### src/rtl/i3c_target_sdr_rx.sv
// i3c_target_sdr_rx
// Bus-side receive engine of an I3C target in SDR mode. SCL/SDA are
// oversampled on i_clk; START, repeated START and STOP are detected. The
// engine shifts in the address header, ACKs a matching or broadcast write
// header, and then receives data bytes with T-bit (odd parity) checking.
//
// Ports:
//   i_clk         system clock, at least 8x SCL
//   i_rst_n       synchronous active-low reset
//   i_target_en   block enable; low forces IDLE and releases SDA
//   i_ack_en      allow ACK of a matching header
//   i_scl, i_sda  raw asynchronous bus pins
//   o_sda_oe      SDA pull-low enable (ACK only)
//   o_start       1-cycle pulse on START or Sr
//   o_stop        1-cycle pulse on STOP
//   o_busy        high from START to STOP
//   o_addr_match  header ACKed; held until next START/Sr/STOP
//   o_rnw         RnW bit of the last ACKed header
//   o_rd_req      1-cycle pulse when a read header is ACKed
//   o_rx_valid    1-cycle pulse when a data byte completes
//   o_rx_data     last received byte
//   o_parity_err  pulse with o_rx_valid when the T-bit is wrong
module i3c_target_sdr_rx #(
  parameter logic [6:0] STATIC_ADDR = 7'h50,
  parameter logic [6:0] BCAST_ADDR  = 7'h7E
) (
  input  logic       i_clk,
  input  logic       i_rst_n,
  input  logic       i_target_en,
  input  logic       i_ack_en,
  input  logic       i_scl,
  input  logic       i_sda,
  output logic       o_sda_oe,
  output logic       o_start,
  output logic       o_stop,
  output logic       o_busy,
  output logic       o_addr_match,
  output logic       o_rnw,
  output logic       o_rd_req,
  output logic       o_rx_valid,
  output logic [7:0] o_rx_data,
  output logic       o_parity_err
);

  typedef enum logic [2:0] {
    IDLE, ADDR, ADDR_ACK, DATA, TBIT, WAIT_STOP
  } state_t;

  function automatic logic header_ack(input logic [7:0] hdr, input logic ack_en);
    logic match;
    match = (hdr[7:1] == STATIC_ADDR) || ((hdr[7:1] == BCAST_ADDR) && !hdr[0]);
    return match && ack_en;
  endfunction

  // The 9-bit total {byte, T} must carry odd parity.
  function automatic logic tbit_err(input logic [7:0] data, input logic t);
    return t != ~^data;
  endfunction

  // Stage p0/p1: two-flop synchronizer; p2: previous value of p1
  logic scl_p0, scl_p1, scl_p2;
  logic sda_p0, sda_p1, sda_p2;

  always_ff @(posedge i_clk) begin
    if (!i_rst_n) begin
      scl_p0 <= 1'b1; scl_p1 <= 1'b1; scl_p2 <= 1'b1;
      sda_p0 <= 1'b1; sda_p1 <= 1'b1; sda_p2 <= 1'b1;
    end else begin
      scl_p0 <= i_scl;  scl_p1 <= scl_p0; scl_p2 <= scl_p1;
      sda_p0 <= i_sda;  sda_p1 <= sda_p0; sda_p2 <= sda_p1;
    end
  end

  // SCL must be high in both samples for an SDA edge to count as START or
  // STOP; an SDA edge coinciding with an SCL edge is a plain data change.
  logic scl_rise_c, scl_fall_c, start_c, stop_c, scl_hold_hi;
  assign scl_rise_c  = scl_p1 & ~scl_p2;
  assign scl_fall_c  = ~scl_p1 & scl_p2;
  assign scl_hold_hi = scl_p1 & scl_p2;
  assign start_c     = ~sda_p1 & sda_p2 & scl_hold_hi;
  assign stop_c      = sda_p1 & ~sda_p2 & scl_hold_hi;

  // Stage p3: registered bus events
  logic scl_rise_p3, scl_fall_p3, start_p3, stop_p3, sda_p3;

  always_ff @(posedge i_clk) begin
    if (!i_rst_n) begin
      scl_rise_p3 <= 1'b0;
      scl_fall_p3 <= 1'b0;
      start_p3    <= 1'b0;
      stop_p3     <= 1'b0;
      sda_p3      <= 1'b1;
    end else begin
      scl_rise_p3 <= scl_rise_c;
      scl_fall_p3 <= scl_fall_c;
      start_p3    <= start_c;
      stop_p3     <= stop_c;
      sda_p3      <= sda_p1;
    end
  end

  // Stage p4: protocol FSM and registered outputs
  state_t     state, state_nx;
  logic [2:0] bit_cnt, bit_cnt_nx;
  logic [7:0] shift, shift_nx;
  logic       ack_q, ack_q_nx;
  logic       ack_phase, ack_phase_nx;
  logic       sda_oe_nx, start_nx, stop_nx, busy_nx, addr_match_nx, rnw_nx;
  logic       rd_req_nx, rx_valid_nx, parity_err_nx;
  logic [7:0] rx_data_nx;
  logic [7:0] shift_in;

  assign shift_in = {shift[6:0], sda_p3};

  always_ff @(posedge i_clk) begin
    if (!i_rst_n) begin
      state        <= IDLE;
      bit_cnt      <= 3'd0;
      shift        <= 8'h00;
      ack_q        <= 1'b0;
      ack_phase    <= 1'b0;
      o_sda_oe     <= 1'b0;
      o_start      <= 1'b0;
      o_stop       <= 1'b0;
      o_busy       <= 1'b0;
      o_addr_match <= 1'b0;
      o_rnw        <= 1'b0;
      o_rd_req     <= 1'b0;
      o_rx_valid   <= 1'b0;
      o_rx_data    <= 8'h00;
      o_parity_err <= 1'b0;
    end else begin
      state        <= state_nx;
      bit_cnt      <= bit_cnt_nx;
      shift        <= shift_nx;
      ack_q        <= ack_q_nx;
      ack_phase    <= ack_phase_nx;
      o_sda_oe     <= sda_oe_nx;
      o_start      <= start_nx;
      o_stop       <= stop_nx;
      o_busy       <= busy_nx;
      o_addr_match <= addr_match_nx;
      o_rnw        <= rnw_nx;
      o_rd_req     <= rd_req_nx;
      o_rx_valid   <= rx_valid_nx;
      o_rx_data    <= rx_data_nx;
      o_parity_err <= parity_err_nx;
    end
  end

  always_comb begin
    state_nx      = state;
    bit_cnt_nx    = bit_cnt;
    shift_nx      = shift;
    ack_q_nx      = ack_q;
    ack_phase_nx  = ack_phase;
    sda_oe_nx     = o_sda_oe;
    start_nx      = 1'b0;
    stop_nx       = 1'b0;
    busy_nx       = o_busy;
    addr_match_nx = o_addr_match;
    rnw_nx        = o_rnw;
    rd_req_nx     = 1'b0;
    rx_valid_nx   = 1'b0;
    rx_data_nx    = o_rx_data;
    parity_err_nx = 1'b0;

    if (!i_target_en || stop_p3) begin
      // Disable behaves like STOP, minus the o_stop pulse.
      state_nx      = IDLE;
      busy_nx       = 1'b0;
      sda_oe_nx     = 1'b0;
      addr_match_nx = 1'b0;
      bit_cnt_nx    = 3'd0;
      ack_phase_nx  = 1'b0;
      stop_nx       = i_target_en;
    end else if (start_p3) begin
      state_nx      = ADDR;
      start_nx      = 1'b1;
      busy_nx       = 1'b1;
      sda_oe_nx     = 1'b0;
      addr_match_nx = 1'b0;
      rnw_nx        = 1'b0;
      bit_cnt_nx    = 3'd0;
      shift_nx      = 8'h00;
      ack_phase_nx  = 1'b0;
    end else begin
      case (state)
        ADDR: begin
          if (scl_rise_p3) begin
            shift_nx   = shift_in;
            bit_cnt_nx = bit_cnt + 3'd1;
            if (bit_cnt == 3'd7) begin
              state_nx = ADDR_ACK;
              ack_q_nx = header_ack(shift_in, i_ack_en);
            end
          end
        end
        ADDR_ACK: begin
          // First fall opens the ACK slot, second fall closes it.
          // shift[0] still holds the header RnW bit here.
          if (scl_fall_p3) begin
            if (!ack_phase) begin
              ack_phase_nx = 1'b1;
              sda_oe_nx    = ack_q;
              if (ack_q) begin
                addr_match_nx = 1'b1;
                rnw_nx        = shift[0];
                rd_req_nx     = shift[0];
              end
            end else begin
              ack_phase_nx = 1'b0;
              sda_oe_nx    = 1'b0;
              state_nx     = (ack_q && !shift[0]) ? DATA : WAIT_STOP;
            end
          end
        end
        DATA: begin
          if (scl_rise_p3) begin
            shift_nx   = shift_in;
            bit_cnt_nx = bit_cnt + 3'd1;
            if (bit_cnt == 3'd7) state_nx = TBIT;
          end
        end
        TBIT: begin
          if (scl_rise_p3) begin
            rx_valid_nx   = 1'b1;
            rx_data_nx    = shift;
            parity_err_nx = tbit_err(shift, sda_p3);
            state_nx      = tbit_err(shift, sda_p3) ? WAIT_STOP : DATA;
          end
        end
        default: ;
      endcase
    end
  end

endmodule

### config.mk
export PLATFORM = sky130hd
export DESIGN_NAME = i3c_target_sdr_rx
export DESIGN_NICKNAME = d
export VERILOG_FILES = /design/src/rtl/i3c_target_sdr_rx.sv
export SDC_FILE = /design/constraint.sdc
export NUM_CORES = 1
export LEC_CHECK = 0
export ABC_AREA = 1
export CORE_MARGIN = 1
export CORE_UTILIZATION = 30
export DETAILED_ROUTE_END_ITERATION = 12
export HOLD_SLACK_MARGIN = 0.02
export SLEW_MARGIN = 0
export SYNTH_ARGS = -nofsm -noshare
export SYNTH_HDL_FRONTEND = slang
export SYNTH_SLANG_ARGS = --single-unit
### constraint.sdc
create_clock -name i_clk -period 1.9 [get_ports i_clk]
set_input_delay 0.38 -clock i_clk [delete_from_list [all_inputs] [get_ports i_clk]]
set_output_delay 0.38 -clock i_clk [all_outputs]
set_load 0.1 [all_outputs]
; Yosys cells after proc, flatten, opt, wreduce, memory -nomap -nowiden
; Index checks and enable logic that the tools add are counted.
; W data, S select, Z words.
[classes]
add_sub_neg = 1
bitwise_logic = 20
n_reduce_logical = 32
n_eq_ne = 23
muxes = 23
[ops]
columns = cell, n
row1 = $mux W3, 9
row2 = $mux W8, 3
row3 = $ne A3 B3 Y1 const B, 7
row4 = $ne A2 B2 Y1 const B, 8
row5 = $reduce_and A8 Y1, 2
row6 = $eq A7 B7 Y1 const B, 2
row7 = $not A1 Y1, 13
row8 = $pmux W3 S4, 1
row9 = $mux W1, 10
row10 = $reduce_and A5 Y1, 2
row11 = $reduce_bool A2 Y1, 5
row12 = $reduce_and A4 Y1, 2
row13 = $reduce_xnor A8 Y1, 1
row14 = $and A1 B1 Y1, 7
row15 = $reduce_or A7 Y1, 1
row16 = $eq A3 B2 Y1 const B, 2
row17 = $eq A3 B3 Y1 const B, 2
row18 = $reduce_and A2 Y1, 3
row19 = $reduce_bool A5 Y1, 1
row20 = $reduce_or A5 Y1, 1
row21 = $reduce_bool A4 Y1, 1
row22 = $reduce_or A2 Y1, 2
row23 = $reduce_or A4 Y1, 1
row24 = $add A3 B1 Y3 const B, 1
row25 = 7 further kinds, 12
[totals]
wordCells = 125
ff_bits = 43
inputBits = 6
out_inout_bits = 17

; Depth between registers and ports, before layout
[depth]
depth_word = 7
mapped_depth = 12
ltp_nobuf = 12

; Least setup slack after synthesis
; Ideal clock, no wire load.
[synth_path]
path_kind = register to register
from = reg shift[3]
to = reg state[1]
path_buffers = 0
path_stages_with_launch = 13
synth_period_minus_slack_ps = 1371
setup_time_ps = 111
arrival_time_ps = 1261
t_required_ps = 1789
path_slack_ps = 529
path_cell_list = dfxtp_1 > inv_1 > ha_1 > inv_1 > nand2_1 > nand2_1 > nand2_1 > nand2_1 > nand2_1 > nand3_1 > nand2_1 > inv_1 > nor2_1
[synth_via]
elab_chain_len = 5
[synth_lines]
columns = element, line
row1 = start: declaration, 105  ; logic [7:0] shift, shift_nx;
row2 = start signal: assignment, 135  ; shift <= shift_nx;
row3 = $reduce_xnor A8 Y1, 57  ; return t != ~^data;
row4 = $ne A1 B1 Y1, 57
row5 = $mux W3, 230  ; state_nx = tbit_err(shift, sda_p3) ? WAIT_STOP : DATA;
row6 = $mux W3, 226  ; if (scl_rise_p3) begin
row7 = $pmux W3 S4, 188  ; case (state)
row8 = end signal: assignment, 133  ; state <= state_nx;
row9 = end: declaration, 103  ; state_t state, state_nx;
; No other way between the ends. The select of a mux whose other input is x is not followed.
; A chain may end at the register's enable or synchronous reset.

; Final worst setup path
[layout_path]
from = reg shift[0]
to = reg state[1]
[layout_via]
elab_chain_len = 6
word_cells_on_any_way = 10
classes_between = eq/ne: 1 / mux: 6 / reduce/logical: 3
[layout_lines]
columns = element, line
row1 = "parallel branches: the longest is 5 deep, another holds $reduce_xnor A8 Y1", -
row2 = $pmux W3 S4 *, 188
; Mark *: on every way between the ends. The select of a mux whose other input is x is not followed.

==> run metrics <==
Worst setup SP type flip-flop; antenna diode count 0; clock sink count 43; Most common cell on crit path nand2_1; worst skew pair latency 290 ps; All-Layer GR Usage 0.122; max-cap violation count 0; Port Buf Inserts 22; num rows 28; chip width 82.4 um; Detailed Routing Iterations Pass 1 4; flop-to-flop setup slack 300 ps; Post-synth EDFFs 0; CTS tree done; Synth top area share 0.444; Final Critical Period 1600 ps; global-route wire length before repair 6190 um; Synth cell types 35; vias in the first global route 1,399; worst r2r dst state[1]; Area Growth Syn to Fin 20.3%; Setup TNS 0 ps; status complete, no violations; Nets 276; Psw 0.372 mW; post-CTS setup buffers 0; RSZ-0062 raised after global routing false; routability cong. 0.826; Clock Path Buffers 2; antenna violations before repair 0; Worst Setup SP shift[0]; Mapped Area 1940 um^2; Finished Cell Area 2330 um^2; vias per cell 4.39; r2r startpoint shift[0]; initial cell density of the core 0.320; Int Power 1.20 mW; Slew Viols, Final 0; delay-heaviest family, CP simple AND/OR/NAND/NOR gates; CTS root buffer clkbuf_8; HPWL after DPL 2850 um; Post-synth ARST share 0; Tightest Hold Check Type flip-flop to flip-flop; CTS Hold Bufs 0; sequential share of power 0.583; CP arrival 1790 ps; fin crit share 0.840; Synth area leader dfxtp_1; total gr overflow 0; post-synthesis net count 246; DP Worst Slack 63.2 ps; largest cells by area after synthesis dfxtp_1, nand2_1, ha_1, inv_1, a21oi_2; Worst path depth 12; # IOs 23; fillers 613; peak supply drop 0.256 mV; routed len/inst 10.8 um; Resized Gates After CTS 0; Die ar. 6790 um^2; hold slack final 414 ps; CP Cell Sequence inv_1, ha_1, inv_1, nand2_1, nand2_1, nand2_1, nand2_1, nand2_1, nand3_1, nand2_1, inv_1, nor2_1; DR vias 1,478; antenna-violating nets left 0; Crit path largest cell delay 420 ps; H-tree Lvls 2; Fmax 627 MHz; Placeable Area 6060 um^2; R2R depth 12; initial DRC count 65; Worst-Margin Slew 319 ps; Comb pwr share 0.064; cts bufs inserted 5; Leak Pwr 0.999 nW; pwr/cell area 674 nW/um^2; post-synthesis register bit count 43; largest net degree at the start of global routing 20; clock edge transition at the registers on the reported setup and hold paths 80 ps; Final Hold Viols 0; drt total wl 3660 um; crit end category flip-flop; Die Span Y 82.4 um; top_reg_cell synth dfxtp_1; WP buf/inv 3; yosys warns 0; sw frac 0.237; crit path capture state[1]; Clock Power Share 0.352; placed cell area 2250 um^2; slew margin rel. 0.787; fraction of layout instances using a drive strength above 1 0.286; DRC Markers 0; Required @ worst endpoint 2090 ps; class of the most critical setup path flip-flop to flip-flop; CP max FO 4; worst setup margin 305 ps; final number of setup-violating endpoints 0; Synth Instances 232; CP max-delay cell dfxtp_1; post-synthesis sequential area ratio 0.444; Synth Area per Inst 8.35 um^2; Clock Skew 5.78 ps
-- state kept, by name, summed over array words and instances (netlist names), 3 cells and up --
| register | flops |
|---|---|
| bit_cnt | 3 |
| o_rx_data | 8 |
| shift | 8 |
| state | 3 |
-- power groups by stage --
| stage | clock [mW] | combinational [mW] | sequential (mW) |
|---|---|---|---|
| final | 0.554 | 0.101 | 0.917 |
| after global routing | 0.607 | 0.113 | 0.919 |
| after CTS | 0.572 | 0.103 | 0.917 |
| after detailed placement | 0 | 0.103 | 0.939 |
| after global placement | 0 | 0.102 | 0.939 |
| after floorplan | 0 | 0.0604 | 0.948 |
-- routing by layer --
metal,track usage,vias to the layer above,wire length [um]
met5,0,-,0
met1,0.149,659,1760
met3,0.0363,4,101
li1,-,802,-
met4,0.0439,0,49
met2,0.203,13,1740
-- cell usage after synthesis (2+ instances only) --
master,number
a21oi_1,11
a21oi_2,8
a31oi_1,2
dfxtp_1,43
ha_1,8
inv_1,24
inv_2,8
nand2_1,46
nand2_2,7
nand2_4,3
nand3_1,9
nand3_2,2
nand4_1,2
nor2_1,18
nor2_2,3
nor2_4,3
nor3_1,4
nor4_1,3
o21ai_0,7
o21ai_2,3
or2_2,4
-- through the flow --
step                      cells  total power, mW   util
after global placement      330             1.04  0.371
final                       337             1.57  0.385
after detailed placement    330             1.04  0.371
after floorplan             232             1.01      -
after global routing        337             1.64  0.385
after CTS                   337             1.59  0.385
-- cell usage in the layout, fill, tap and decap left out, drive strengths merged --
cell type and count:
nand2b 1, a21boi 1, a21oi 20, clkbuf 5
nand4 2, dfxtp 43, a31oi 2, ha 8
or2 4, o21ai 11, xor2 1, nand2 56
o32ai 2, clkinv 3, nor3 4, o22ai 1
buf 22, clkdlybuf4s50 5, nor4 3, nor2 25
nand3 11, inv 32
-- how the worst min path moves through the flow --
stage / startpoint / endpoint / slack, ps / cells after the start
after global routing: sda_p0 / sda_p1 / 420 / 1
after detailed placement: scl_p0 / scl_p1 / 400 / 1
after CTS: scl_p0 / scl_p1 / 420 / 1
after floorplan: scl_p0 / scl_p1 / 390 / 1
final: sda_p0 / sda_p1 / 410 / 1
after global placement: sda_p0 / sda_p1 / 390 / 1
-- cells by family after synthesis --
kind of cell | Yosys count | synth area share
AO/OA/AOI/OAI | 37 | 0.134
adder cells (fa/ha/maj) | 8 | 0.0516
XOR/XNOR | 1 | 0.00452
flip-flops | 43 | 0.444
buffers and inverters | 37 | 0.0846
AND/OR/NAND/NOR | 106 | 0.281
-- worst reg2reg max path: cells and delay by family, from the launching register on --
kind                       cells  cell delay (ps)
DFF                            1              420
adders and majority gates      1              340
buffers and inverters          3              250
and+or+nand+nor                8              480
-- layout make-up --
class,instances,area (um^2),area share
Sequential cell,43,861,0.369
Clock buffer,5,68.8,0.0295
Multi-Input combinational cell,152,913,0.392
Tap cell,75,93.8,0.0402
Clock inverter,2,13.8,0.00590
Timing Repair Buffer,27,253,0.108
Inverter,33,129,0.0553
Note: power is estimated with default switching activity, not from simulation.
==> variant (config.mk and constraints unchanged) <==
Encoding of `state_t`: now one-hot (6 bits for 6 states).
--- a/src/rtl/i3c_target_sdr_rx.sv
+++ b/src/rtl/i3c_target_sdr_rx.sv
@@ -43,6 +43,6 @@
 );
 
-  typedef enum logic [2:0] {
-    IDLE, ADDR, ADDR_ACK, DATA, TBIT, WAIT_STOP
+  typedef enum logic [5:0] {
+    IDLE = 6'b000001, ADDR = 6'b000010, ADDR_ACK = 6'b000100, DATA = 6'b001000, TBIT = 6'b010000, WAIT_STOP = 6'b100000
   } state_t;
 
Check against the original RTL: same outputs for any inputs over 10 cycles, from zero or initial values and one cycle with i_rst_n low; not proved beyond that.
==> variant against the unedited design <==
Total power grew 13%; clock skew up 0.0047 ns; sequential cell count up 3; fmax increased by 1.7%; count of clock-buffer cells in the layout grew 1; utilization is 1.2 points lower; wire length increased by 6.4%; design area up 2.1%; area after synthesis up 2.7%; setup slack improved by 0.027 ns; worst hold slack gained 0.00065 ns; critical path depth did not move.
==> variant: results (changes against the unedited design) <==
metric,value,unit,change
"top cells by area, synth","dfxtp_1, nand2_1, inv_1",,
Clock power frac,40.5,%,+5.3 points
largest net degree at the start of global routing,17,,-15%
register area share after synthesis,46.3,%,+1.8 points
WP data arrival,1.75,ns,-0.04 ns
Int Pwr,1.39,mW,+16%
layout cells sized above 1,16.0,%,-13 points
GP Congestion,0.813,,-1.6%
H-tree Lvls,2,,unchanged
Clock Skews,0.0105,ns,+0.00471 ns
CTS Buf Count,5,,unchanged
vias in the first global route,1539,,+10%
Hold Crit Depth,1,,unchanged
ys async rst share,0,%,unchanged
hold path endpoint,sda_p1$_SDFF_PN1_,,
syn_nets,277,,+13%
largest vdd supply drop,0.309,mV,+21%
met2 Usage GRT,18.0,%,-2.3 points
FF-to-FF End,state[5]$_SDFFE_PP0P_,,
Worst slew margin,79.4,%,+0.72 points
post-DP HPWL,3000,um,+5.2%
Worst R2R Setup Slack,0.33,ns,+0.03 ns
initial drt markers,72,,+11%
worst reg2reg path depth,12,,unchanged
nets,307,,+11%
top post-synthesis cells by count,"nand2_1, dfxtp_1, inv_1",,
Synth cell types,27,,-23%
CP max stage delay,0.41,ns,
leading registers by flop count,"o_rx_data: 8 flops, shift: 8 flops, state: 6 flops",,
status,"finished, final reports clean",,
met3 Resource Use GR,3.17,%,-0.46 points
global-route wire length before repair,6730,um,+8.8%
fillcell total,686,,+12%
final wirelength,3890,um,+6.4%
Total GRT Usage,11.7,%,-0.58 points
RR Startpoint,shift[1]$_SDFFE_PN0P_,,
Psw,0.378,mW,+1.6%
hold_sp,sda_p0$_SDFF_PN1_,,
GRT met1 Usage,15.9,%,+0.97 points
Combinational Power Share,4.1,%,-2.3 points
==> variant: worst reg2reg max path: cells and delay by family (launching register included) <==
kind / cells / cell delay [ns]
and+or+nand+nor: 8 / 0.50
DFF: 1 / 0.41
AOI/OAI and AO/OA: 1 / 0.05
buffers and inverters: 2 / 0.17
adders and majority gates: 1 / 0.32
==> variant: routing by layer <==
layer	vias up	part of all wire, %	wire [um]
met5	-	0	0
met4	0	1.2	45
met3	7	3.7	145
met2	23	44	1710
met1	731	51	1980
li1	893	-	-
==> variant: metrics by stage <==
stage,utilization [%],std cells,hold WS [ns]
global route,37.3,371,0.434
global placement,35.6,363,0.394
detailed placement,35.6,363,0.398
floorplan,-,263,0.393
CTS,37.3,371,0.417
finish,37.3,371,0.415
==> variant: worst max path at each step <==
stage                                      from                     to  slack (ns)
final                     shift[1]$_SDFFE_PN0P_  state[5]$_SDFFE_PP0P_        0.33
after floorplan           shift[0]$_SDFFE_PN0P_  state[5]$_SDFFE_PP0P_        0.49
after global routing      shift[5]$_SDFFE_PN0P_  state[5]$_SDFFE_PP0P_        0.17
after global placement              i_target_en     ack_q$_SDFFE_PN0P_        0.13
after CTS                 shift[5]$_SDFFE_PN0P_  state[5]$_SDFFE_PP0P_        0.33
after detailed placement            i_target_en     ack_q$_SDFFE_PN0P_        0.11
==> variant: kinds of logic after synthesis <==
family,share of synthesized area [%]
adders and majority gates,5.03
buffers and inverters,8.11
DFF,46.3
and+or+nand+nor,29.6
xor gates and xnor gates,0.440
AOI/OAI and AO/OA,10.6
==> variant: area by class of cell <==
type	instances	area [um^2]	area share, %
Sequential cell	46	921	38.7
Multi-Input combinational cell	177	908	38.1
Timing Repair Buffer	26	208	8.72
Inverter	37	139	5.83
Tap cell	77	96.3	4.04
Clock buffer	6	72.6	3.05
Clock inverter	2	37.5	1.58
